===== src/rtl/coef_readback_tx.sv =====
// coef_readback_tx: mode-0 SPI slave returning the live coefficient set.
// Optional CRC-16-CCITT trailer when COEF_READBACK_CRC_EN is defined.
module coef_readback_tx #(
  parameter int          FRAME_BITS  = 336,
  parameter int          SYNC_STAGES = 2,
  parameter logic [15:0] MAGIC       = 16'hC0EF
) (
  input  logic         clk,
  input  logic         reset,
  input  logic         sck,
  input  logic         cs_n,
  input  logic [239:0] coef_bus,
  output logic         miso,
  output logic         miso_oe,
  output logic         busy,
  output logic         frame_done,
  output logic         frame_abort
);

`ifdef COEF_READBACK_CRC_EN
  localparam int TOTAL = FRAME_BITS + 16;
`else
  localparam int TOTAL = FRAME_BITS;
`endif
  localparam int CW  = $clog2(FRAME_BITS + 17);
  localparam int PAD = FRAME_BITS - 256;
  localparam logic [CW-1:0] FLUSH = CW'(SYNC_STAGES + 1);
  localparam logic [CW-1:0] LAST  = CW'(TOTAL - 1);
  localparam logic [CW-1:0] PAYLD = CW'(FRAME_BITS);

  typedef enum logic [1:0] {
    WAIT_HI,
    IDLE,
    SHIFT,
    DONE
  } state_t;

  logic [SYNC_STAGES-1:0] sck_sync, cs_sync;
  logic                   sck_h, cs_h;
  logic                   sck_s, cs_s;
  logic                   sck_rise, sck_fall, cs_rise, cs_fall;

  state_t              state_q, state_d;
  logic [CW-1:0]       cnt_q, cnt_d;
  logic [FRAME_BITS-2:0] shreg_q, shreg_d;
  logic                miso_q, miso_d;
  logic                oe_q, oe_d;
  logic                busy_q, busy_d;
  logic                done_q, done_d;
  logic                abort_q, abort_d;
  logic [FRAME_BITS-1:0] frame;
`ifdef COEF_READBACK_CRC_EN
  logic [15:0]         crc_q, crc_d;
  logic                crc_fb;
`endif

  assign frame = {MAGIC, {PAD{1'b0}}, coef_bus};

  assign sck_s    = sck_sync[SYNC_STAGES-1];
  assign cs_s     = cs_sync[SYNC_STAGES-1];
  assign sck_rise = sck_s & ~sck_h;
  assign sck_fall = ~sck_s & sck_h;
  assign cs_rise  = cs_s & ~cs_h;
  assign cs_fall  = ~cs_s & cs_h;

  // Synchronisers plus history flops for the asynchronous SPI pins.
  always_ff @(posedge clk) begin
    if (reset) begin
      sck_sync <= '1;
      cs_sync  <= '1;
      sck_h    <= 1'b1;
      cs_h     <= 1'b1;
    end else begin
      sck_sync <= {sck_sync[SYNC_STAGES-2:0], sck};
      cs_sync  <= {cs_sync[SYNC_STAGES-2:0], cs_n};
      sck_h    <= sck_s;
      cs_h     <= cs_s;
    end
  end

  // State and datapath registers.
  always_ff @(posedge clk) begin
    if (reset) begin
      state_q <= WAIT_HI;
      cnt_q   <= '0;
      shreg_q <= '0;
      miso_q  <= 1'b0;
      oe_q    <= 1'b0;
      busy_q  <= 1'b0;
      done_q  <= 1'b0;
      abort_q <= 1'b0;
`ifdef COEF_READBACK_CRC_EN
      crc_q   <= '1;
`endif
    end else begin
      state_q <= state_d;
      cnt_q   <= cnt_d;
      shreg_q <= shreg_d;
      miso_q  <= miso_d;
      oe_q    <= oe_d;
      busy_q  <= busy_d;
      done_q  <= done_d;
      abort_q <= abort_d;
`ifdef COEF_READBACK_CRC_EN
      crc_q   <= crc_d;
`endif
    end
  end

  // Next-state and datapath update; WAIT_HI uses cnt to let the
  // synchronisers flush their reset value before trusting cs_n.
  always_comb begin
    state_d = state_q;
    cnt_d   = cnt_q;
    shreg_d = shreg_q;
    miso_d  = miso_q;
    oe_d    = oe_q;
    busy_d  = busy_q;
    done_d  = 1'b0;
    abort_d = 1'b0;
`ifdef COEF_READBACK_CRC_EN
    crc_d   = crc_q;
    crc_fb  = crc_q[15] ^ miso_q;
`endif
    unique case (state_q)
      WAIT_HI: begin
        if (cnt_q < FLUSH) begin
          cnt_d = cnt_q + 1'b1;
        end else if (cs_s && cs_h) begin
          state_d = IDLE;
          cnt_d   = '0;
        end
      end
      IDLE: begin
        if (cs_fall) begin
          state_d = SHIFT;
          shreg_d = frame[FRAME_BITS-2:0];
          miso_d  = frame[FRAME_BITS-1];
          oe_d    = 1'b1;
          busy_d  = 1'b1;
          cnt_d   = '0;
`ifdef COEF_READBACK_CRC_EN
          crc_d   = '1;
`endif
        end
      end
      SHIFT: begin
        if (cs_rise) begin
          state_d = IDLE;
          miso_d  = 1'b0;
          oe_d    = 1'b0;
          busy_d  = 1'b0;
          abort_d = 1'b1;
        end else if (sck_rise) begin
          cnt_d = cnt_q + 1'b1;
`ifdef COEF_READBACK_CRC_EN
          if (cnt_q < PAYLD)
            crc_d = {crc_q[14:0], 1'b0} ^ (crc_fb ? 16'h1021 : 16'h0000);
`endif
          if (cnt_q == LAST) begin
            state_d = DONE;
            miso_d  = 1'b0;
          end
        end else if (sck_fall) begin
          if (cnt_q < PAYLD) begin
            miso_d  = shreg_q[FRAME_BITS-2];
            shreg_d = {shreg_q[FRAME_BITS-3:0], 1'b0};
          end
`ifdef COEF_READBACK_CRC_EN
          else begin
            miso_d = crc_q[15];
            crc_d  = {crc_q[14:0], 1'b0};
          end
`endif
        end
      end
      DONE: begin
        miso_d = 1'b0;
        if (cs_rise) begin
          state_d = IDLE;
          oe_d    = 1'b0;
          busy_d  = 1'b0;
          done_d  = 1'b1;
        end
      end
      default: state_d = WAIT_HI;
    endcase
  end

  assign miso        = miso_q;
  assign miso_oe     = oe_q;
  assign busy        = busy_q;
  assign frame_done  = done_q;
  assign frame_abort = abort_q;

endmodule


===== config.mk =====
export PLATFORM = sky130hd
export DESIGN_NAME = coef_readback_tx
export DESIGN_NICKNAME = d
export VERILOG_FILES = /design/src/rtl/coef_readback_tx.sv
export SDC_FILE = /design/constraint.sdc
export NUM_CORES = 1
export LEC_CHECK = 0
export BUFFER_PORTS_ARGS = -buffer_cell sky130_fd_sc_hd__buf_2
export CORE_MARGIN = 2
export CORE_UTILIZATION = 29
export CTS_CLUSTER_DIAMETER = 100
export DETAILED_ROUTE_END_ITERATION = 16
export GPL_TIMING_DRIVEN = 0
export HOLD_SLACK_MARGIN = 0.1
export SETUP_SLACK_MARGIN = 0.5
export SLEW_MARGIN = 15
export SYNTH_ARGS = -nofsm -noshare
export SYNTH_HDL_FRONTEND = slang
export SYNTH_SLANG_ARGS = --single-unit
export TNS_END_PERCENT = 100

===== constraint.sdc =====
create_clock -name clk -period 2.6 [get_ports clk]
set_input_delay 0.65 -clock clk [delete_from_list [all_inputs] [get_ports clk]]
set_output_delay 0.65 -clock clk [all_outputs]
set_load 0.01 [all_outputs]

==> reports/metrics.cfg, run 1 <==
[critical_path]
slowest_stage = dfxtp_2
cp_common_cell = clkbuf_16
crit_fanout = 7
crit_path_end_kind = flip-flop
crit_arrival_ns = 2.78
crit_chain = inv_4 -> ha_4 -> buf_8 -> maj3_2 -> buf_6 -> o22ai_4 -> clkbuf_16 -> buf_12 -> clkbuf_16 -> clkbuf_16 -> nand4_1 -> a21oi_1
startpoint_type = flip-flop
cp_top_family = buffers and inverters
critical_path_class = reg -> reg
cp.required_ns = 3.10
path_buf_inv = 7
max_stage_delay_ns = 0.35

[clock_tree]
clock-sinks = 356
cts_hold_buffers = 0
cts-buffers-inserted = 43
path_clk_slew_ns = 0.06
cts_max_level = 2
cts.path.max_buffers = 3
cts_tree = done
cts-root-buf = clkbuf_16
clk_latency_ns = 0.58

[synth]
ys_warn_count = 0
synthTopCellsByArea = dfxtp_1 45%, mux2i_1 16%, a211oi_1 11%
seq_area_frac_synth_pct = 45.43
synth-edff-count = 0
async_flop_share_pct = 0
synthTopCellsByCount = 356 x dfxtp_1, 347 x a21oi_1, 243 x mux2i_1, 239 x a211oi_1, 155 x clkbuf_1
synthFlopType = dfxtp_1
yosysUniqueCellTypes = 42
syn_inst = 1680
ys_ff_latch = 356
avgSynthCellArea_sq_um = 9.338
netlist.area_leader.share_pct = 45.43
yosys.area.top_type = dfxtp_1
syn-num-nets = 1933
syn_area_sq_um = 15690
synth_most_common_cell = dfxtp_1

[global_route]
grt_max_degree = 13
grt_use_total_pct = 16.73
grt-ovfl-total = 0
grt_pass1_vias = 14319
antenna_found_initial = 13
grt_pass1_wl_um = 76820

[timing]
min_period_ns = 2.283
holdWs_ns = 0.2733
period_share_pct = 87.80
finalSetupViolations = 0
tightest_slew_ns = 0.7622
maxSlewViolCount = 0
finClkSkew_ns = 0.01910
grt_setup_unrepaired = true
max_slew_margin_pct = 49.19
hold_viol = 0
fmax_mhz = 438.0

[cells_and_area]
drive_gt1_share_pct = 36.07
fin_util_pct = 41.89
final_nets = 2292
syn_to_final_growth_pct = 43.12
n_fill_cell = 5193
fin_area_sq_um = 22450

[power_and_ir_drop]
comb_power_share_pct = 17.5
clock_power_share_pct = 41.3
ir_drop_uv = 452.9
p_leak_nw = 7.373
sw_frac_of_total_pct = 27.13
pwr-share-seq_pct = 41.2
internal-power_w = 0.01035
finalPower_w = 0.01420
p_sw_w = 0.003854
powerDensity_nw_per_um2 = 632.6

[hold_path]
worstHoldPathType = in -> reg

[detailed_routing]
firstDrtPassIters = 5
viasPerCell = 5.375
vias = 14884
drt-total-wl_um = 51240
drt_iter0_drc = 825
wire_per_inst_um = 18.51
detail-route-antenna-nets = 0
drc_errors = 0

[die]
initial_core_util_pct = 29.27
rows = 85
die_x_um = 236.6
die_area_sq_um = 55970
fp.dieH_um = 236.6
core_sq_um = 53600
ios = 249

[run_status]
outcome = complete, no violations

[placed_design]
dpl.hpwl_um = 32100
place.gp.congestion = 0.7982
io_buffers = 248
place_area_sq_um = 17980

[run]
maxCapViolCount = 0

-- kinds of logic (layout without fill, tap and decap cells) --
logic type / Yosys count / count (layout) / synth area share [%]
AOI/OAI and AO/OA: 707 / 707 / 27.04
adders and majority gates: 10 / 10 / 0.7816
other: 0 / 5 / 0
muxes: 244 / 244 / 15.58
buffers and inverters: 214 / 602 / 5.471
DFF: 356 / 356 / 45.43
and+or+nand+nor: 149 / 149 / 5.703
-- through the flow --
step	setup slack (ns)	std cells	TNS, ns
after floorplan	0.4722	1680	0
after global placement	-0.9147	2624	-248.16
after detailed placement	-0.9207	2624	-239.34
after CTS	0.3404	2735	0
after global routing	0.2444	2769	0
final	0.3171	2769	0
-- flip-flops by register name, indices dropped and copies added, names as in the netlist --
register and cells:
sck_sync 2, shreg_q 335, cs_h 1, miso 1, frame_abort 1, busy 1, sck_h 1, frame_done 1
cnt_q 9, cs_sync 2, state_q 2
-- layer usage --
layer  vias to the layer above  routed length, um  global-route usage, %  share of wire (%)
li1                       7114                  -                      -                  -
met1                      7288              22180                  21.28                 43
met2                       356              24530                  27.47                 48
met3                       110               2710                  3.917                5.3
met4                        16               1721                  6.348                3.4
met5                         -                102                      0               0.20
-- layout by cell type (no fill, tap or decap), types with 7 or more instances in the layout --
cell type / count
o21ai_0: 81
a21oi_1: 324
clkbuf_1: 74
nand2_1: 10
and2_1: 7
a211oi_2: 175
nand4_1: 88
buf_16: 7
clkbuf_4: 28
inv_1: 13
mux2i_1: 243
o21ai_1: 17
buf_4: 19
or2_2: 8
nor2_1: 9
clkbuf_8: 24
buf_2: 249
a211oi_1: 64
buf_8: 43
clkbuf_16: 72
ha_1: 8
buf_6: 8
a21oi_2: 21
buf_12: 16
dfxtp_1: 351
clkbuf_2: 35
-- final timing paths --
kind                                                  end  depth (start not counted)                     from  slack, ns
worst min-delay path               sck_sync[0]$_SDFF_PP1_                          2                      sck       0.27
worst max-delay path            shreg_q[299]$_SDFFE_PP0P_                         12  state_q[1]$_SDFFE_PP0P_       0.32
worst min register to register      cs_sync[1]$_SDFF_PP1_                          1    cs_sync[0]$_SDFF_PP1_       0.41
worst max register to register  shreg_q[299]$_SDFFE_PP0P_                         12  state_q[1]$_SDFFE_PP0P_       0.32
-- timing repair --
| action | 4_1_cts | 5_1_grt |
|---|---|---|
| pin swaps | 26 | 192 |
| cloned | 11 | 24 |
| setup buffers | 26 | 5 |
| gates resized for setup | 249 | 287 |
| endpoints found under the setup margin | 349 | 345 |
-- power by group through the flow --
stage | clock network, W | registers, W | logic, W
floorplan | 0 | 0.00592 | 0.00117
global placement | 0 | 0.00594 | 0.00164
detailed placement | 0 | 0.00595 | 0.00168
CTS | 0.00603 | 0.00584 | 0.00204
global route | 0.00628 | 0.00588 | 0.00268
finish | 0.00587 | 0.00585 | 0.00248
-- cell type report --
cell class / count / area [sq um] / share of cell area, %
Buffer: 199 / 1730 / 7.707
Antenna cell: 5 / 12.51 / 0.05573
Multi-Input combinational cell: 1110 / 8806 / 39.22
Clock inverter: 11 / 131.4 / 0.5852
Timing Repair Buffer: 314 / 2475 / 11.02
Tap cell: 696 / 870.8 / 3.879
Sequential cell: 356 / 7136 / 31.78
Clock buffer: 63 / 1231 / 5.484
Inverter: 15 / 58.81 / 0.2619
(Power assumes the default switching activity.)
==> run 2: changes to the inputs <==
--- a/config.mk
+++ b/config.mk
@@ -5,13 +5,14 @@
 export SDC_FILE = /design/constraint.sdc
 export NUM_CORES = 1
 export LEC_CHECK = 0
+export ABC_AREA = 1
 export BUFFER_PORTS_ARGS = -buffer_cell sky130_fd_sc_hd__buf_2
+export CORE_ASPECT_RATIO = 0.8
 export CORE_MARGIN = 2
 export CORE_UTILIZATION = 29
 export CTS_CLUSTER_DIAMETER = 100
 export DETAILED_ROUTE_END_ITERATION = 16
 export GPL_TIMING_DRIVEN = 0
-export HOLD_SLACK_MARGIN = 0.1
 export SETUP_SLACK_MARGIN = 0.5
 export SLEW_MARGIN = 15
 export SYNTH_ARGS = -nofsm -noshare
==> run 2 against run 1 <==
Net effect: clock skew rose by 0.0038 ns; sequential power rose by 27%; die area rose by 13%; wire length rose by 1.6%; global-route usage fell by 0.91 points; register-to-register slack improved by 0.29 ns; core utilization fell by 5.6 points.
==> reports/metrics.cfg, run 2 <==
[critical_path]
reg2reg_from = state_q[1]$_SDFFE_PP0P_
startpoint_type = flip-flop
crit_arrival_ns = 2.44  ; -0.34 ns
crit_fanout = 10  ; +3
cp.required_ns = 3.04  ; -0.06 ns
critical_path_class = reg -> reg
critPathLaunch = state_q[1]$_SDFFE_PP0P_
crit_path_end_kind = flip-flop

[timing]
fmax_mhz = 501.3  ; +14%
hold_viol = 0  ; unchanged
grt_setup_unrepaired = true
period_share_pct = 76.72  ; -11 points
finClkSkew_ns = 0.02293  ; +0.003828 ns
finalSetupViolations = 0  ; unchanged
finalSetupTns_ns = 0  ; unchanged
holdWs_ns = 0.2787  ; +0.005380 ns
min_period_ns = 1.995  ; -0.2881 ns
max_slew_margin_pct = 43.61  ; -5.6 points
maxSlewViolCount = 0  ; unchanged
tightest_slew_ns = 0.8458  ; +0.08361 ns

[detailed_routing]
viasPerCell = 4.716  ; -12%
drt-total-wl_um = 52050  ; +1.6%
wl_met1_um = 25100  ; +13%
wire_per_inst_um = 14.40  ; -22%
vias = 17042  ; +14%
highest_layer = met5
drt_iter0_drc = 1112  ; +35%
met2_length_um = 22260  ; -9.3%
firstDrtPassIters = 5  ; unchanged
wl_met3_um = 3750  ; +38%
drc_errors = 0  ; unchanged
detail-route-antenna-nets = 0  ; unchanged

[clock_tree]
cts_max_level = 2  ; unchanged
cts_tree = done
clk_latency_ns = 0.56  ; -0.02 ns
path_clk_slew_ns = 0.06  ; about the same
cts-buffers-inserted = 41  ; -4.7%
clock-sinks = 356  ; unchanged
cts-root-buf = clkbuf_16
cts.path.max_buffers = 3  ; unchanged

[die]
core_sq_um = 60910  ; +14%
rows = 81  ; -4.7%
die_area_sq_um = 63390  ; +13%
initial_core_util_pct = 29.22  ; -0.042 points
fp.dieH_um = 225.6  ; -4.6%
die_x_um = 281.0  ; +19%
ios = 249  ; unchanged

[global_route]
antenna_found_initial = 22  ; +9
grt-ovfl-total = 0  ; unchanged
grt_use_total_pct = 15.82  ; -0.91 points
grt_pass1_wl_um = 82010  ; +6.8%
grt_max_degree = 14  ; +1
grt_pass1_vias = 15410  ; +7.6%

[synth]
seq_area_frac_synth_pct = 40.04  ; -5.4 points
async_flop_share_pct = 0  ; unchanged
ys_warn_count = 0  ; unchanged
synthFlopType = dfxtp_1
synthTopCellsByCount = 491 x nand2_1, 380 x nor2_1, 356 x dfxtp_1, 354 x nand3_1, 343 x a21oi_1
yosys.area.top_type = dfxtp_1
synthTopCellsByArea = dfxtp_1 40%, mux2i_1 13%, nand2_1 10%
netlist.area_leader.share_pct = 40.04  ; -5.4 points
synth_most_common_cell = nand2_1
avgSynthCellArea_sq_um = 7.266  ; -22%
yosysUniqueCellTypes = 23  ; -45%
syn_area_sq_um = 17800  ; +13%
syn_inst = 2450  ; +46%
ys_ff_latch = 356  ; unchanged
syn-num-nets = 2703  ; +40%
synth-edff-count = 0  ; unchanged

[hold_path]
worstHoldPathType = in -> reg
min_from = sck

[power_and_ir_drop]
powerDensity_nw_per_um2 = 991.1  ; +57%
ir_drop_uv = 521.7  ; +15%
p_leak_nw = 9.307  ; +26%

[placed_design]
dpl.hpwl_um = 35480  ; +11%
place.gp.congestion = 0.8007  ; +0.31%
io_buffers = 248  ; unchanged

[cells_and_area]
multi_input_area_sq_um = 9427  ; +7.0%
n_fill_cell = 6473  ; +25%
syn_to_final_growth_pct = 24.01
top_register = shreg_q
largest_reg_flops = 335  ; unchanged
drive_gt1_share_pct = 18.96  ; -17 points
final_nets = 3000  ; +31%
final_common_cell = nand2_1
seq_area_sq_um = 7132  ; about the same
final_cell_mix = 490 x nand2_1, 379 x nor2_1, 354 x nand3_1, 354 x dfxtp_1, 342 x a21oi_1
largestRegisters = shreg_q x335, cnt_q x9

[run]
maxCapViolCount = 0  ; unchanged

[run_status]
outcome = complete, no violations

[run 2: changes by cell type after synthesis, moves of 7 or more]
cell,before,now
nand2_1,11,491
nor2_1,10,380
nand3_1,5,354
a211oi_1,239,0
clkbuf_1,155,54
o21ai_0,96,4
nand4_1,88,4
buf_2,41,114
buf_4,1,24
buf_1,2,23
inv_1,15,30
buf_6,0,11
a311oi_1,9,0
and2_1,7,0
[run 2: worst paths after layout]
kind                               endpoint  cells past startpoint  slack [ns]
setup / recovery  shreg_q[130]$_SDFFE_PP0P_                     11        0.61
setup reg to reg  shreg_q[130]$_SDFFE_PP0P_                     11        0.61
hold reg to reg      sck_sync[1]$_SDFF_PP1_                      1        0.41
hold / removal       sck_sync[0]$_SDFF_PP1_                      2        0.28
[run 2: area by class of cell]
type	instances	share of cell area, %
antenna	5	0.05668
tap	830	4.704
clock inverter	12	0.5611
buffer	226	7.385
timing repair buffer	254	5.923
inverter	32	0.5555
clock buffer	63	5.804
sequential	356	32.31
multi-input combinational	1836	42.70
[run 2: where the power goes]
part	leakage, nW	internal, W	switching (W)	total, W
Clock	0.697	0.00360	0.00241	0.00601
Sequential	2.93	0.00680	0.000651	0.00745
Combinational	5.68	0.00376	0.00465	0.00841
[run 2: cell families after synthesis]
| group | synth area share, % |
|---|---|
| simple gates | 28.73 |
| flops | 40.04 |
| compound gates | 9.953 |
| buf+inv | 7.212 |
| mux | 13.44 |
| fa+ha+maj | 0.6326 |
[run 2: through the flow]
stage	util [%]	setup slack [ns]	power (W)	instances	area [sq um]
6_report	36.24	0.6052	0.02188	3614	22070
3_3_place_gp	32.97	-0.04234	0.01525	3528	20080
3_5_place_dp	32.97	-0.04665	0.01533	3528	20080
4_1_cts	35.64	0.4761	0.02166	3605	21710
2_1_floorplan	-	0.7800	0.01359	2450	17800
5_1_grt	36.22	0.4515	0.02355	3609	22060
[run 2: timing repair]
action / in CTS / in global routing
gates resized for setup: 94 / 110
setup buffers: 2 / 2
pin swaps: 1 / 1
cloned: 0 / 2
hold buffers: 0 / 0
setup endpoints to repair: 344 / 341
[run 2: critical path: stages, from the launching register on]
cell	delay, ns
dfxtp_2	0.37
inv_1	0.11
ha_2	0.23
o21ai_4	0.11
o21ai_2	0.12
nor2_4	0.23
buf_6	0.16
buf_12	0.17
buf_4	0.19
nand3_1	0.08
nand2_1	0.08
nor2_1	0.04
[run 2: routing by layer]
layer | vias to the layer above | track usage [%]
li1 | 8781 | -
met1 | 7797 | 22.09
met2 | 339 | 23.97
met3 | 87 | 4.800
met4 | 38 | 3.140
met5 | - | 0
